## src/rtl/opt_scheduler.sv

```systemverilog
// Round-robin share of one opt generator across NREP replicas; optional stats ports via OPT_SCHEDULER_STATS_EN.
// Latency: grant to rep_valid >= 4 cycles (ISSUE, ARM, WAIT.., DONE); one grant in flight.
// Backpressure: requests are level-held until rep_valid; generator stall bounded by WAIT_MAX then aborted.
package opt_scheduler_pkg;
    typedef enum logic [1:0] {
        THR = 2'd0,
        TWO = 2'd1,
        OR1 = 2'd2
    } opt_command_t;

    typedef struct packed {
        logic [15:0] k;
        logic [15:0] l;
        logic [31:0] r_metropolis;
        logic [31:0] r_exchange;
    } opt_t;
endpackage

module opt_scheduler
    import opt_scheduler_pkg::*;
#(
    parameter int NREP     = 8,
    parameter int WAIT_MAX = 1024,
    parameter int IDXW     = $clog2(NREP)
) (
    input  logic               clk,
    input  logic               reset,
    input  logic               enable,
    input  logic               seed_load,
    input  logic [63:0]        seed,
    input  logic [NREP-1:0]    rep_req,
    input  logic [NREP-1:0]    rep_two,
    output logic [NREP-1:0]    rep_valid,
    output opt_t               rep_opt,
    output logic               gen_run,
    output opt_command_t       gen_opt_command,
    output opt_command_t       gen_opt_com,
    output logic               gen_init,
    output logic [63:0]        gen_seed,
    input  logic               gen_ready,
    input  opt_t               gen_opt,
    output logic               busy,
    output logic [IDXW-1:0]    cur_rep,
    output logic               timeout_err
`ifdef OPT_SCHEDULER_STATS_EN
    ,
    output logic [31:0]        grant_cnt,
    output logic [15:0]        wait_max
`endif
);

    localparam int WCW = $clog2(WAIT_MAX + 1);

    typedef enum logic [2:0] {
        S_IDLE,
        S_SEED,
        S_ISSUE,
        S_ARM,
        S_WAIT,
        S_DONE
    } state_t;

    state_t          state, state_n;
    logic [IDXW-1:0] rr_ptr, rr_ptr_n;
    logic [IDXW-1:0] cur_rep_n;
    logic            two_q, two_n;
    logic [WCW-1:0]  wait_cnt, wait_cnt_n;
    opt_t            rep_opt_n;
    logic            timeout_n;
    logic [63:0]     seed_n;
    opt_command_t    issue_cmd;

    logic [IDXW-1:0] pick, scan;
    logic            found;

    function automatic logic [IDXW-1:0] inc_idx(input logic [IDXW-1:0] v);
        return (v == IDXW'(NREP - 1)) ? '0 : v + IDXW'(1);
    endfunction

    // First requester at or after rr_ptr, wrapping.
    always_comb begin
        pick  = rr_ptr;
        scan  = rr_ptr;
        found = 1'b0;
        for (int i = 0; i < NREP; i++) begin
            if (!found && rep_req[scan]) begin
                found = 1'b1;
                pick  = scan;
            end
            scan = inc_idx(scan);
        end
    end

    always_comb begin
        state_n    = state;
        rr_ptr_n   = rr_ptr;
        cur_rep_n  = cur_rep;
        two_n      = two_q;
        wait_cnt_n = wait_cnt;
        rep_opt_n  = rep_opt;
        timeout_n  = timeout_err;
        seed_n     = gen_seed;
        case (state)
            S_IDLE: begin
                if (seed_load) begin
                    seed_n  = seed;
                    state_n = S_SEED;
                end else if (enable && found) begin
                    cur_rep_n = pick;
                    two_n     = rep_two[pick];
                    state_n   = S_ISSUE;
                end
            end
            S_SEED:  state_n = S_IDLE;
            S_ISSUE: state_n = S_ARM;
            S_ARM: begin
                // Ready from the previous run is still up here; skip it.
                wait_cnt_n = '0;
                state_n    = S_WAIT;
            end
            S_WAIT: begin
                if (gen_ready) begin
                    rep_opt_n = gen_opt;
                    state_n   = S_DONE;
                end else if (wait_cnt == WCW'(WAIT_MAX - 1)) begin
                    timeout_n = 1'b1;
                    rr_ptr_n  = inc_idx(cur_rep);
                    state_n   = S_IDLE;
                end else begin
                    wait_cnt_n = wait_cnt + WCW'(1);
                end
            end
            S_DONE: begin
                rr_ptr_n = inc_idx(cur_rep);
                state_n  = S_IDLE;
            end
            default: state_n = S_IDLE;
        endcase
    end

    assign issue_cmd = two_n ? TWO : OR1;

    // Outputs are registered from the next state so they line up with the state they describe.
    always_ff @(posedge clk or negedge reset) begin
        if (!reset) begin
            state           <= S_IDLE;
            rr_ptr          <= '0;
            cur_rep         <= '0;
            two_q           <= 1'b0;
            wait_cnt        <= '0;
            rep_opt         <= '0;
            rep_valid       <= '0;
            timeout_err     <= 1'b0;
            gen_seed        <= '0;
            gen_init        <= 1'b0;
            gen_run         <= 1'b0;
            gen_opt_command <= THR;
            gen_opt_com     <= THR;
            busy            <= 1'b0;
        end else begin
            state       <= state_n;
            rr_ptr      <= rr_ptr_n;
            cur_rep     <= cur_rep_n;
            two_q       <= two_n;
            wait_cnt    <= wait_cnt_n;
            rep_opt     <= rep_opt_n;
            timeout_err <= timeout_n;
            gen_seed    <= seed_n;
            gen_init    <= (state_n == S_SEED);
            gen_run     <= (state_n == S_ISSUE);
            busy        <= (state_n != S_IDLE);
            gen_opt_com <= (state_n == S_ISSUE) ? issue_cmd : THR;
            if (state_n == S_ISSUE) begin
                gen_opt_command <= issue_cmd;
            end
            rep_valid <= '0;
            if (state_n == S_DONE) begin
                rep_valid[cur_rep_n] <= 1'b1;
            end
        end
    end

`ifdef OPT_SCHEDULER_STATS_EN
    logic [31:0] wc_ext;
    assign wc_ext = 32'(wait_cnt);

    always_ff @(posedge clk or negedge reset) begin
        if (!reset) begin
            grant_cnt <= '0;
            wait_max  <= '0;
        end else begin
            if (state == S_DONE) begin
                grant_cnt <= grant_cnt + 32'd1;
            end
            if (state == S_WAIT && wc_ext > 32'(wait_max)) begin
                wait_max <= (wc_ext > 32'h0000_FFFF) ? 16'hFFFF : wc_ext[15:0];
            end
        end
    end
`endif

endmodule

```

## config.mk

```make
export PLATFORM = sky130hd
export DESIGN_NAME = opt_scheduler
export DESIGN_NICKNAME = d
export VERILOG_FILES = /design/src/rtl/opt_scheduler.sv
export SDC_FILE = /design/constraint.sdc
export NUM_CORES = 1
export LEC_CHECK = 0
export BUFFER_PORTS_ARGS = -buffer_cell sky130_fd_sc_hd__buf_4
export CORE_MARGIN = 5
export CORE_UTILIZATION = 44
export CTS_CLUSTER_SIZE = 30
export DETAILED_ROUTE_END_ITERATION = 6
export HOLD_SLACK_MARGIN = 0.15
export PLACE_DENSITY = 0.77
export SLEW_MARGIN = 20
export SYNTH_ARGS = -nofsm -noshare
export SYNTH_HDL_FRONTEND = slang
export SYNTH_SLANG_ARGS = --single-unit
```

## constraint.sdc

```tcl
create_clock -name clk -period 3.7 [get_ports clk]
set_input_delay 0.37 -clock clk [delete_from_list [all_inputs] [get_ports clk]]
set_output_delay 0.37 -clock clk [all_outputs]
set_load 0.01 [all_outputs]
```

==> results.txt, run 1 <==
- Number of remaining DRC errors: 0
- Die outline width: 150.0 um
* Syn. warnings: 0
- Setup repair after global routing could not meet its margin everywhere.
- Placement row count: 51
- Final WS setup: 64.98 ps
- The floorplan step defined a die boundary enclosing 0.02251 mm^2.
* Number of DRC markers after the initial detailed-route iteration: 332
- After synthesis, the mean cell area works out to 13.92 um^2.
- Final hold violation count: 0
- After detailed routing, the total wire length is 28,530 um.
- For this design the static power due to leakage is 6.262 nW.
- Worst clock skew on the final layout: 21.12 ps
* Core ar.: 0.01940 mm^2
* Part of the cycle the worst path needs: 0.9824
- Avg Vias per Cell: 5.211
- VDD sags by at most 498.2 uV.
- Port buffering added 359 buffers.
* Overall Power: 12.89 mW
* Multi-input gate area in the final layout: 0.003787 mm^2
- Derived from the worst setup path, the maximum achievable clock frequency is 275.1 MHz.
* Number of cells on the worst hold path: 2
- The first detailed-routing pass ran for 6 iterations.
- The worst register-to-register path ends at rep_valid[5].
* TritonCTS clock tree: yes
- Most frequently used flop master after synthesis: dfrtp_1
- Counting the buffers created by CTS gives 17.
- At the end of routability-driven placement, the weighted congestion stood at 0.9567.
- CTS saw 196 sinks.
- After detailed routing, the average wire length per cell comes to 21.23 um.
- After detailed routing, the met2 layer carries 14,750 um of wire.
* Maximum fanout count along the critical path: 8
- Worst setup EP type: register
- Pin placement for this block handled 360 I/O pins.
* Shortest period the worst path allows: 3635 ps
- Wire length of the first global-routing pass: 42,220 um
- In this run the top signal layer used is met4.
- The detail route stage leaves a number of antenna-violating nets equal to 0.
- Final core occ: 0.6831
- The mapped netlist covers 0.008628 mm^2.
* Final hold slack: 163.9 ps
- Die Ht: 150.0 um
* Max Root-Sink Buffers: 2
- Number of endpoints failing setup at the final stage: 0
* Clock insertion delay at the later pin of the skew report: 440 ps
- Data required time at the worst endpoint: 4030 ps
* Pin count of the biggest net entering global routing: 95
* Arrival time worst endpoint: 3960 ps
- Counting flops with a built-in enable in the synthesized netlist gives 0.
- Post-placement worst setup slack: -32.29 ps
* Hold path start: seed[15]
* Critical register-to-register path startpoint: rr_ptr[0]
- Synthesis instantiated 63 different standard cells from the library.
- Classification of the worst-slack hold path: in -> reg
- Of the synthesized area, sequential elements account for 0.5684.
* Synthesized flop and latch total: 196
- At the pin with the least slew margin, the transition time is 767.2 ps.
- Status: finished, final reports clean
* Maxcap violations: 0
- Summing all flip-flop and latch instances after layout gives 0.004905 mm^2.
- Number of fillers in the final layout: 1,436
* CTS clk-pin slew, worst paths: 80 ps
- For this block, the via count after detailed routing is 7,004.
- STA classifies the critical path startpoint as a register.
- Wire length on met3: 2459 um
* Synth Net Count: 809
- Summed over all layers, the global routing overflow is 0.
* Total power divided by cell area: 972.8 mW/mm^2
- Tightest slew margin relative to the limit: 0.4885
- The worst setup path is of the reg -> reg kind.
- Layout overhead on the synthesized area: 53.58%
* Total number of H-tree levels: 4
- Across all register-to-register paths, the minimum setup slack is 60 ps.
* Number of global-route vias before repair: 7,466
* Clock root cell: clkbuf_16
- For this block, wires on met1 add up to 10,340 um.
* Final total negative setup slack: 0 ps
- In the synthesized netlist the async set-or-reset flop fraction comes to 1.000.
- Cell depth of the worst flop-to-flop path: 13
* Half-perimeter wire length of the detailed placement result: 20,750 um
* Number of slew-limit violations in the final report: 0
- For this run, the post-layout net count is 1,254.
- Synthesis produced 620 cells.
- In the final layout, the share of cells above drive strength 1 is 0.6039.
* Initial antenna violation count: 1
* Endpoint, Worst Hold: gen_seed[15]
- In the global route stage, overall resource usage came out at 0.2477.
- Initial standard-cell utilization of the core: 0.4448
[per-layer routing]
layer,vias to the layer above,global-route usage
li1,3148,-
met1,3498,0.2882
met2,299,0.4204
met3,59,0.09267
met4,0,0.08783
met5,-,0
[per-stage QoR]
stage          std cells  area [um^2]
2_1_floorplan        620         8628
3_3_place_gp        1255        11860
3_5_place_dp        1255        11860
4_1_cts             1332        12980
5_1_grt             1344        13250
6_report            1344        13250
[worst max-delay path by stage]
stage,from,end,slack [ps],cells past startpoint
final,rr_ptr[0],rep_valid[5],60,13
after global routing,rr_ptr[0],rep_valid[5],-60,12
after CTS,rr_ptr[0],gen_opt_com[1],10,13
after detailed placement,rr_ptr[0],gen_opt_com[1],-30,12
after global placement,rr_ptr[0],gen_opt_com[1],7,12
after floorplan,rr_ptr[1],gen_opt_com[1],90,12
[logic make-up (layout without fill, tap and decap cells)]
kind of cell	Yosys count	in the layout	share of synthesized area
other	0	1	0
xor gates and xnor gates	13	13	0.01595
AOI/OAI and AO/OA	65	65	0.06062
muxes	192	192	0.2593
DFF	196	196	0.5684
and+or+nand+nor	114	114	0.06845
buffers and inverters	32	490	0.01566
adders and majority gates	8	8	0.01160
[cell usage in the layout (no fill, tap or decap), drive strengths merged, types with 2 or more instances in the layout]
| cell type | netlist | final |
|---|---|---|
| a2111oi | 4 | 4 |
| a211o | 3 | 3 |
| a211oi | 7 | 7 |
| a21boi | 6 | 6 |
| a21oi | 8 | 8 |
| a2bb2oi | 4 | 4 |
| a31o | 3 | 3 |
| a31oi | 2 | 2 |
| a32o | 4 | 4 |
| and2 | 7 | 7 |
| and3 | 7 | 7 |
| buf | 9 | 399 |
| clkbuf | 17 | 19 |
| clkinv | 0 | 5 |
| clkinvlp | 0 | 2 |
| dfrtp | 196 | 196 |
| dlygate4sd3 | 0 | 52 |
| ha | 8 | 8 |
| inv | 6 | 12 |
| mux2 | 166 | 166 |
| mux2i | 18 | 18 |
| mux4 | 8 | 8 |
| nand2 | 28 | 28 |
| nand2b | 2 | 2 |
| nand3 | 11 | 11 |
| nand4 | 5 | 5 |
| nor2 | 32 | 32 |
| nor2b | 3 | 3 |
| nor3 | 5 | 5 |
| nor3b | 4 | 4 |
| nor4b | 3 | 3 |
| o21a | 4 | 4 |
| o21ai | 4 | 4 |
| o22ai | 3 | 3 |
| o31ai | 3 | 3 |
| o32ai | 2 | 2 |
| or2 | 2 | 2 |
| or4b | 2 | 2 |
| xnor2 | 3 | 3 |
| xor2 | 9 | 9 |
[worst max-delay path, stage by stage (launching register included)]
cell and delay, ps:
dfrtp_1 430, ha_1 220, ha_2 200, buf_4 160, or4b_2 630, o31ai_1 90
a211o_2 220, nand2_2 100, o31ai_1 340, a2111oi_2 130, buf_4 150, o22a_2 260
mux2_2 350, nor3b_1 260
[synth_stat cells (4+ instances only)]
master / n / area (um^2)
nand3_1: 10 / 50.05
ha_1: 8 / 100.1
a21oi_1: 8 / 40.04
inv_1: 6 / 22.52
nand2_1: 28 / 105.1
nor3_1: 5 / 25.02
mux2_2: 166 / 1869
and3_1: 7 / 43.79
nor3b_1: 4 / 30.03
a211oi_1: 7 / 52.55
nor2_1: 32 / 120.1
clkbuf_1: 17 / 63.81
a21boi_0: 5 / 37.54
o21a_1: 4 / 30.03
dfrtp_1: 196 / 4905
nand4_1: 4 / 25.02
buf_1: 4 / 15.01
xor2_1: 8 / 70.07
mux2i_1: 16 / 160.2
and2_1: 7 / 43.79
a32o_1: 4 / 40.04
mux4_2: 8 / 180.2
[repair_timing]
action | in CTS | in global routing
endpoints found under the setup margin | 4 | 13
setup buffers | 1 | 3
hold buffers | 44 | 8
pin swaps | 0 | 8
hold endpoints to repair | 135 | 8
resized for setup | 5 | 35
[final cells by class]
class	count	area share
Multi-Input combinational cell	392	0.2858
Clock buffer	18	0.03314
Antenna cell	1	0.0001888
Inverter	6	0.001700
Clock inverter	14	0.01520
Tap cell	265	0.02502
Timing Repair Buffer	452	0.2688
Sequential cell	196	0.3701
[flip-flops by register name, summed over array words and instances, names as in the netlist]
name,count
cur_rep,3
wait_cnt,11
gen_seed,64
busy,1
rep_opt,96
rr_ptr,3
gen_run,1
gen_opt_command,2
gen_opt_com,2
rep_valid,8
gen_init,1
timeout_err,1
state,3
[power breakdown]
group / switching, mW / leakage, nW / internal, mW / total, mW
Combinational: 3.42 / 3.56 / 3.81 / 7.22
Clock: 0.962 / 0.303 / 1.01 / 1.97
Sequential: 0.593 / 2.40 / 3.10 / 3.70
Power figures use the tool's default switching activity.
==> run 2, diff against run 1 <==
--- a/config.mk
+++ b/config.mk
@@ -6,12 +6,14 @@
 export NUM_CORES = 1
 export LEC_CHECK = 0
 export BUFFER_PORTS_ARGS = -buffer_cell sky130_fd_sc_hd__buf_4
+export CELL_PAD_IN_SITES_DETAIL_PLACEMENT = 1
+export CELL_PAD_IN_SITES_GLOBAL_PLACEMENT = 2
 export CORE_MARGIN = 5
-export CORE_UTILIZATION = 44
+export CORE_UTILIZATION = 28
 export CTS_CLUSTER_SIZE = 30
 export DETAILED_ROUTE_END_ITERATION = 6
 export HOLD_SLACK_MARGIN = 0.15
-export PLACE_DENSITY = 0.77
+export PLACE_DENSITY = 0.89
 export SLEW_MARGIN = 20
 export SYNTH_ARGS = -nofsm -noshare
 export SYNTH_HDL_FRONTEND = slang
==> results.txt, run 2 (same netlist as run 1, synthesis figures left out) <==
- Classification of the worst-slack hold path: in -> reg
- VDD sags by at most 383.4 uV.
- The tool flagged a number of max-cap violations equal to 0.
- In this run the count of I/O pins placed on the die edge is 360.
- Tightest slew margin relative to the limit: 0.4585
- At the end of routability-driven placement, the weighted congestion stood at 0.8625.
- Dividing the detail-routed wire length by the instance count gives 22.39 um.
- TritonCTS built the clock tree.
- STA classifies the critical path endpoint as a register.
- Flip-flop count of the largest register after layout: 96
* Number of global-route vias before repair: 8,646
- The first global-routing pass estimated 51,750 um of wire.
* CTS clk-pin slew, worst paths: 80 ps
- Final hold violation count: 0
- STA puts the critical path data arrival time at 3900 ps.
- Cell depth of the worst flop-to-flop path: 14
* Register with the highest flop count: rep_opt
- Number of slew-limit violations in the final report: 0
- Highest Clock Rate: 281.8 MHz
* Registers with the most flip-flops: rep_opt x96, gen_seed x64, wait_cnt x11
- Entering global routing, the biggest net connects 85 pins.
- Setup total negative slack on the finished layout was measured at 0 ps.
* Max Root-Sink Buffers: 2
- Initial antenna violation count: 0
- Vias after detailed routing: 7,381
* Avg Vias per Cell: 4.728
* Number of remaining DRC errors: 0
- Data required time at the worst endpoint: 4050 ps
* Total global routing track utilization: 0.1966
- Antenna violation net count after detailed routing: 0
* Die area: 0.03443 mm^2
- The library cell used most frequently in the layout, excluding fill and tap cells, is buf_4.
* Final cell count without fillers: 1,561
* Worst clock skew on the final layout: 11.78 ps
- 0 antenna diodes ended up in the layout.
- In the final design database the tool counted 1,341 nets.
- The critical path in this run is classified as reg -> reg.
- Wires add up to 34,950 um.
- Die Ht: 185.5 um
- Share of cells above drive strength 1: 0.5545
- Placement row count: 64
* Die outline width: 185.5 um
- Placed cells: 1,383
- The initial utilization of the core area, before any placement, comes to 0.2828.
* CTS Buf Count: 17
- Port-buffer cells: 359
* Most frequent cells in the layout: 391 x buf_4, 196 x dfrtp_1, 166 x mux2_2
- Sum of overflow across all layers after global routing: 0
- At the pin with the least slew margin, the transition time is 809.8 ps.
* Total number of H-tree levels: 4
- The area growth from synthesis to layout is 65.18%.
* Core ar.: 0.03051 mm^2
- Launching element type of the critical path: register
* Final hold slack: 174.3 ps
- The tree built by TritonCTS fans out to 196 sinks.
* Number of endpoints failing setup at the final stage: 0
* Maximum fanout count along the critical path: 6
- After the first detailed-routing iteration, the DRC count stood at 453.
* Part of the cycle the worst path needs: 0.9592
* Shortest period the worst path allows: 3549 ps
* Half-perimeter wire length of the detailed placement result: 22,670 um
- The first detailed-routing pass ran for 4 iterations.
- Status: finished, final reports clean
- Clock root cell: clkbuf_16
* Number of cells on the worst hold path: 2
- Clock insertion delay at the later pin of the skew report: 450 ps
* Total power divided by cell area: 931.3 mW/mm^2
* Pleak: 6.619 nW
==> run 2: cell count changes in the layout (fill, tap and decap cells not counted), sizes merged <==
cell	before	now
clkbuf	19	21
inv	12	11
buf	399	398
clkinvlp	2	1
dlygate4sd3	52	140
diode	1	0
==> run 2: metrics by stage <==
| step | instance area [um^2] | worst slack (ps) | utilization | total power, mW |
|---|---|---|---|---|
| final | 14250 | 150.9 | 0.4672 | 13.27 |
| after detailed placement | 12020 | -118.7 | 0.3939 | 10.50 |
| after floorplan | 8628 | 88.45 | - | 7.245 |
| after CTS | 14010 | 31.71 | 0.4593 | 12.66 |
| after global placement | 12020 | 2.289 | 0.3939 | 10.30 |
| after global routing | 14250 | -1.972 | 0.4672 | 14.01 |
==> run 2: per-layer routing <==
metal,vias up,share of wire,wire length (um),global-route usage
met3,50,0.073,2568,0.06664
met2,281,0.54,19020,0.3595
met4,0,0.025,873,0.06033
li1,3319,-,-,-
met1,3731,0.36,12480,0.2152
met5,-,0,0,0
==> run 2: final timing paths <==
kind | slack, ps | start | end
min | 170 | gen_opt[38] | rep_opt[38]
max reg2reg | 150 | rr_ptr[1] | rep_valid[6]
max | 150 | rr_ptr[1] | rep_valid[6]
min in group asynchronous | 530 | reset | gen_seed[22]
min reg2reg | 500 | gen_opt_command[1] | gen_opt_command[1]
max in group asynchronous | 2060 | reset | rep_opt[35]
==> run 2: cell type report <==
cell class | count | area, um^2
fill | 3157 | 16260
sequential | 196 | 4905
timing repair buffer | 539 | 4459
multi-input combinational | 392 | 3775
tap | 396 | 495.5
clock buffer | 20 | 456.7
clock inverter | 12 | 138.9
inverter | 6 | 22.52
==> run 2: power breakdown <==
part	switching, mW	leakage [nW]	internal (mW)
sequential	0.677	2.40	3.11
clock	0.927	0.289	0.993
combinational	3.67	3.93	3.91
total	5.27	6.62	8.00
==> run 2: worst max-delay path, cell delays in order (launching register included) <==
cell,delay (ps)
dfrtp_1,360
buf_6,140
inv_1,80
ha_4,310
or4b_2,610
o31ai_2,100
a211o_2,230
nand3_4,110
buf_4,170
nor2_1,230
a41oi_1,70
a21boi_1,160
o21ba_1,250
or3b_4,440
nor3b_1,220
==> run 2: what timing repair did <==
item                                    CTS  global route
pin swaps                                 1             8
hold endpoints to repair                198             3
endpoints found under the setup margin    7            12
resized for setup                         9            30
hold buffers                            137             3
setup buffers                             0             6
==> run 3, diff against run 2 <==
--- a/config.mk
+++ b/config.mk
@@ -13,7 +13,7 @@
 export CTS_CLUSTER_SIZE = 30
 export DETAILED_ROUTE_END_ITERATION = 6
 export HOLD_SLACK_MARGIN = 0.15
-export PLACE_DENSITY = 0.89
+export PLACE_DENSITY_LB_ADDON = 0.1
 export SLEW_MARGIN = 20
 export SYNTH_ARGS = -nofsm -noshare
 export SYNTH_HDL_FRONTEND = slang
==> results.txt, run 3 (same netlist as run 1, synthesis figures left out) <==
- The run finished with clean final reports.
* Share of power burned in the clock network: 0.151
* Transition time of the tightest slew-check pin: 741.6 ps
- For the worst setup path, the data arrival time is 3960 ps.
* Multi-input gate area in the final layout: 0.003745 mm^2
- The tree is rooted in a clkbuf_16.
* Number of slew-limit violations in the final report: 0
* Total power divided by cell area: 897.7 mW/mm^2
- The detailed router finished its first iteration with 258 violations.
* Area taken by flip-flops and latches: 0.004905 mm^2
- Launching element type of the critical path: register
- Initial standard-cell utilization of the core: 0.2828
- Once placement finished, the instance area stood at 0.01210 mm^2.
- The largest registers in the layout are rep_opt x96, gen_seed x64, wait_cnt x11.
* Total number of H-tree levels: 4
- Net load switching power: 4.913 mW
- The library cell used most frequently in the layout, excluding fill and tap cells, is buf_4.
- Final hold violation count: 0
* Routability cong.: 0.8101
- Relative to the synthesized area, the layout overhead comes to 68.13%.
* Drt wl/cell: 20.08 um
- In this run the remaining antenna-violating nets after routing total 0.
- Number of fillers in the final layout: 3,196
- Class of the most critical setup path: reg -> reg
- Avg Vias per Cell: 4.571
- During I/O placement, the number of pins put on the boundary was 360.
- Placed cells: 1,396
- Headroom to the max-slew limit came out at 0.5056.
* Pleak: 6.756 nW
* Maximum fanout count along the critical path: 8
* Worst setup EP type: register
* Internal Power: 8.110 mW
- Once layout is done, the placed cells without fillers occupy 0.01451 mm^2.
- The count of cells in the finished layout, fillers not included, comes to 1,596.
* Highest Clock Rate: 278.9 MHz
* Number of sinks driven by the clock tree: 196
- For this run the aggregate overflow at the end of global routing stands at 0.
* Worst clock skew on the final layout: 16.96 ps
- The die is 185.5 um tall.
* Seq pwr share: 0.283
* Port-buffer cells: 359
- The number of global-route vias before repair was 8,414.
- On the critical path, the stage with the largest delay is an instance of or4b_2.
* Final layout net count: 1,371
- Cell with the most instances on the worst path: buf_4
* Number of endpoints failing setup at the final stage: 0
* Clock insertion delay at the later pin of the skew report: 450 ps
- Shortest period the worst path allows: 3585 ps
- The floorplan step defined a die boundary enclosing 0.03443 mm^2.
* Max Root-Sink Buffers: 2
- Worst stage delay on the critical path: 660 ps
- Initial antenna violation count: 4
* VDD IR max: 374.2 uV
- The first global-routing pass estimated 48,580 um of wire.
- Classification of the worst-slack hold path: in -> reg
- The signal on the critical path passes through ha_2, ha_4, or4b_2, o31ai_1, a211o_2, nand2_1, a2111oi_1, buf_4, a2111oi_2, buf_4, o22a_2, mux2i_1, a22oi_2, and2_1.
- Across every metal layer, demand over resource in global routing totals 0.1832.
- The final route contains 7,295 vias.
- The first detailed-routing pass took 4 iterations.
- For this run, design rule violations remaining after detail routing come to 0.
* Share of cells above drive strength 1: 0.5439
- The tool flagged a number of max-cap violations equal to 0.
- The library cells used most frequently in the layout, excluding fill and tap cells, are 403 x buf_4, 196 x dfrtp_1, 165 x mux2_2.
* Switching share of power: 0.3773
- In the final timing run, aggregate negative setup slack is 0 ps.
* Die outline width: 185.5 um
* Core ar.: 0.03051 mm^2
- TritonCTS clock tree: yes
- Data on the critical path is required at its endpoint by 4080 ps.
* Placement row count: 64
- Entering global routing, the biggest net connects 86 pins.
- CTS clk-pin slew, worst paths: 70 ps
* Part of the cycle the worst path needs: 0.9689
* Final core occ: 0.4755
* Register with the highest flop count: rep_opt
* Half-perimeter wire length of the detailed placement result: 22,870 um
* Flip-flop count of the largest register after layout: 96
- The share of total power dissipated in combinational logic is 0.566.
- After detailed routing, the total wire length is 32,060 um.
- CTS Buf Count: 17
[run 3: cell types whose count changed in the layout (fill, tap and decap cells not counted), moves of 3 or more]
| cell | change |
|---|---|
| buf_4 | +12 |
| clkbuf_8 | +3 |
| diode_2 | +5 |
| dlygate4sd3_1 | +21 |
[run 3: per-layer routing]
layer  up-vias  GRT usage  wire length, um
met2       226     0.3195            16790
met1      3642     0.2065            11980
met3        45    0.06781             2398
met4         0    0.06470              891
met5         -          0                0
li1       3382          -                -
[run 3: worst paths after layout]
check,from,endpoint,slack [ps],cells past startpoint
worst min register to register,gen_opt_command[0],gen_opt_command[0],480,2
worst max register to register,rr_ptr[0],gen_opt_com[1],110,14
worst max-delay path,rr_ptr[0],gen_opt_com[1],110,14
max in group asynchronous,reset,gen_seed[51],2160,3
min in group asynchronous,reset,gen_init,510,2
worst min-delay path,gen_ready,state[0],260,3
[run 3: power groups by stage]
stage,combinational (mW),sequential (mW),clock [mW]
6_report,7.38,3.68,1.96
5_1_grt,7.95,3.82,2.13
4_1_cts,7.26,3.67,2.03
3_5_place_dp,6.98,3.68,0
3_3_place_gp,7.02,3.64,0
2_1_floorplan,3.20,4.05,0
[run 3: metrics by stage]
stage | power (mW) | hold WS, ps | setup slack [ps]
global route | 13.89 | 283.5 | -5.324
CTS | 12.96 | 233.6 | 3.699
finish | 13.02 | 257.3 | 114.9
global placement | 10.67 | 453.8 | -58.38
detailed placement | 10.66 | 450.4 | -111.6
floorplan | 7.245 | 74.41 | 88.45
[run 3: cell type report]
cell class                 count  share of cell area
clock buffer                  24             0.03459
antenna                        5           0.0008625
inverter                       6            0.001553
tap                          396             0.03416
clock inverter                 8            0.007676
timing repair buffer         569              0.3249
multi-input combinational    392              0.2582
sequential                   196              0.3381
[run 3: what timing repair did]
action | in CTS | in global routing
setup buffers | 0 | 2
hold endpoints to repair | 233 | 0
hold buffers | 161 | 0
setup endpoints to repair | 12 | 12
resized for setup | 15 | 21
pin swaps | 2 | 9
[run 3: critical path, delay by kind of cell (launching register included)]
family / cells / cell delay [ps]
AOI/OAI and AO/OA: 6 / 1290
and+or+nand+nor: 3 / 910
adders and majority gates: 2 / 420
DFF: 1 / 420
buffers and inverters: 2 / 340
muxes: 1 / 140
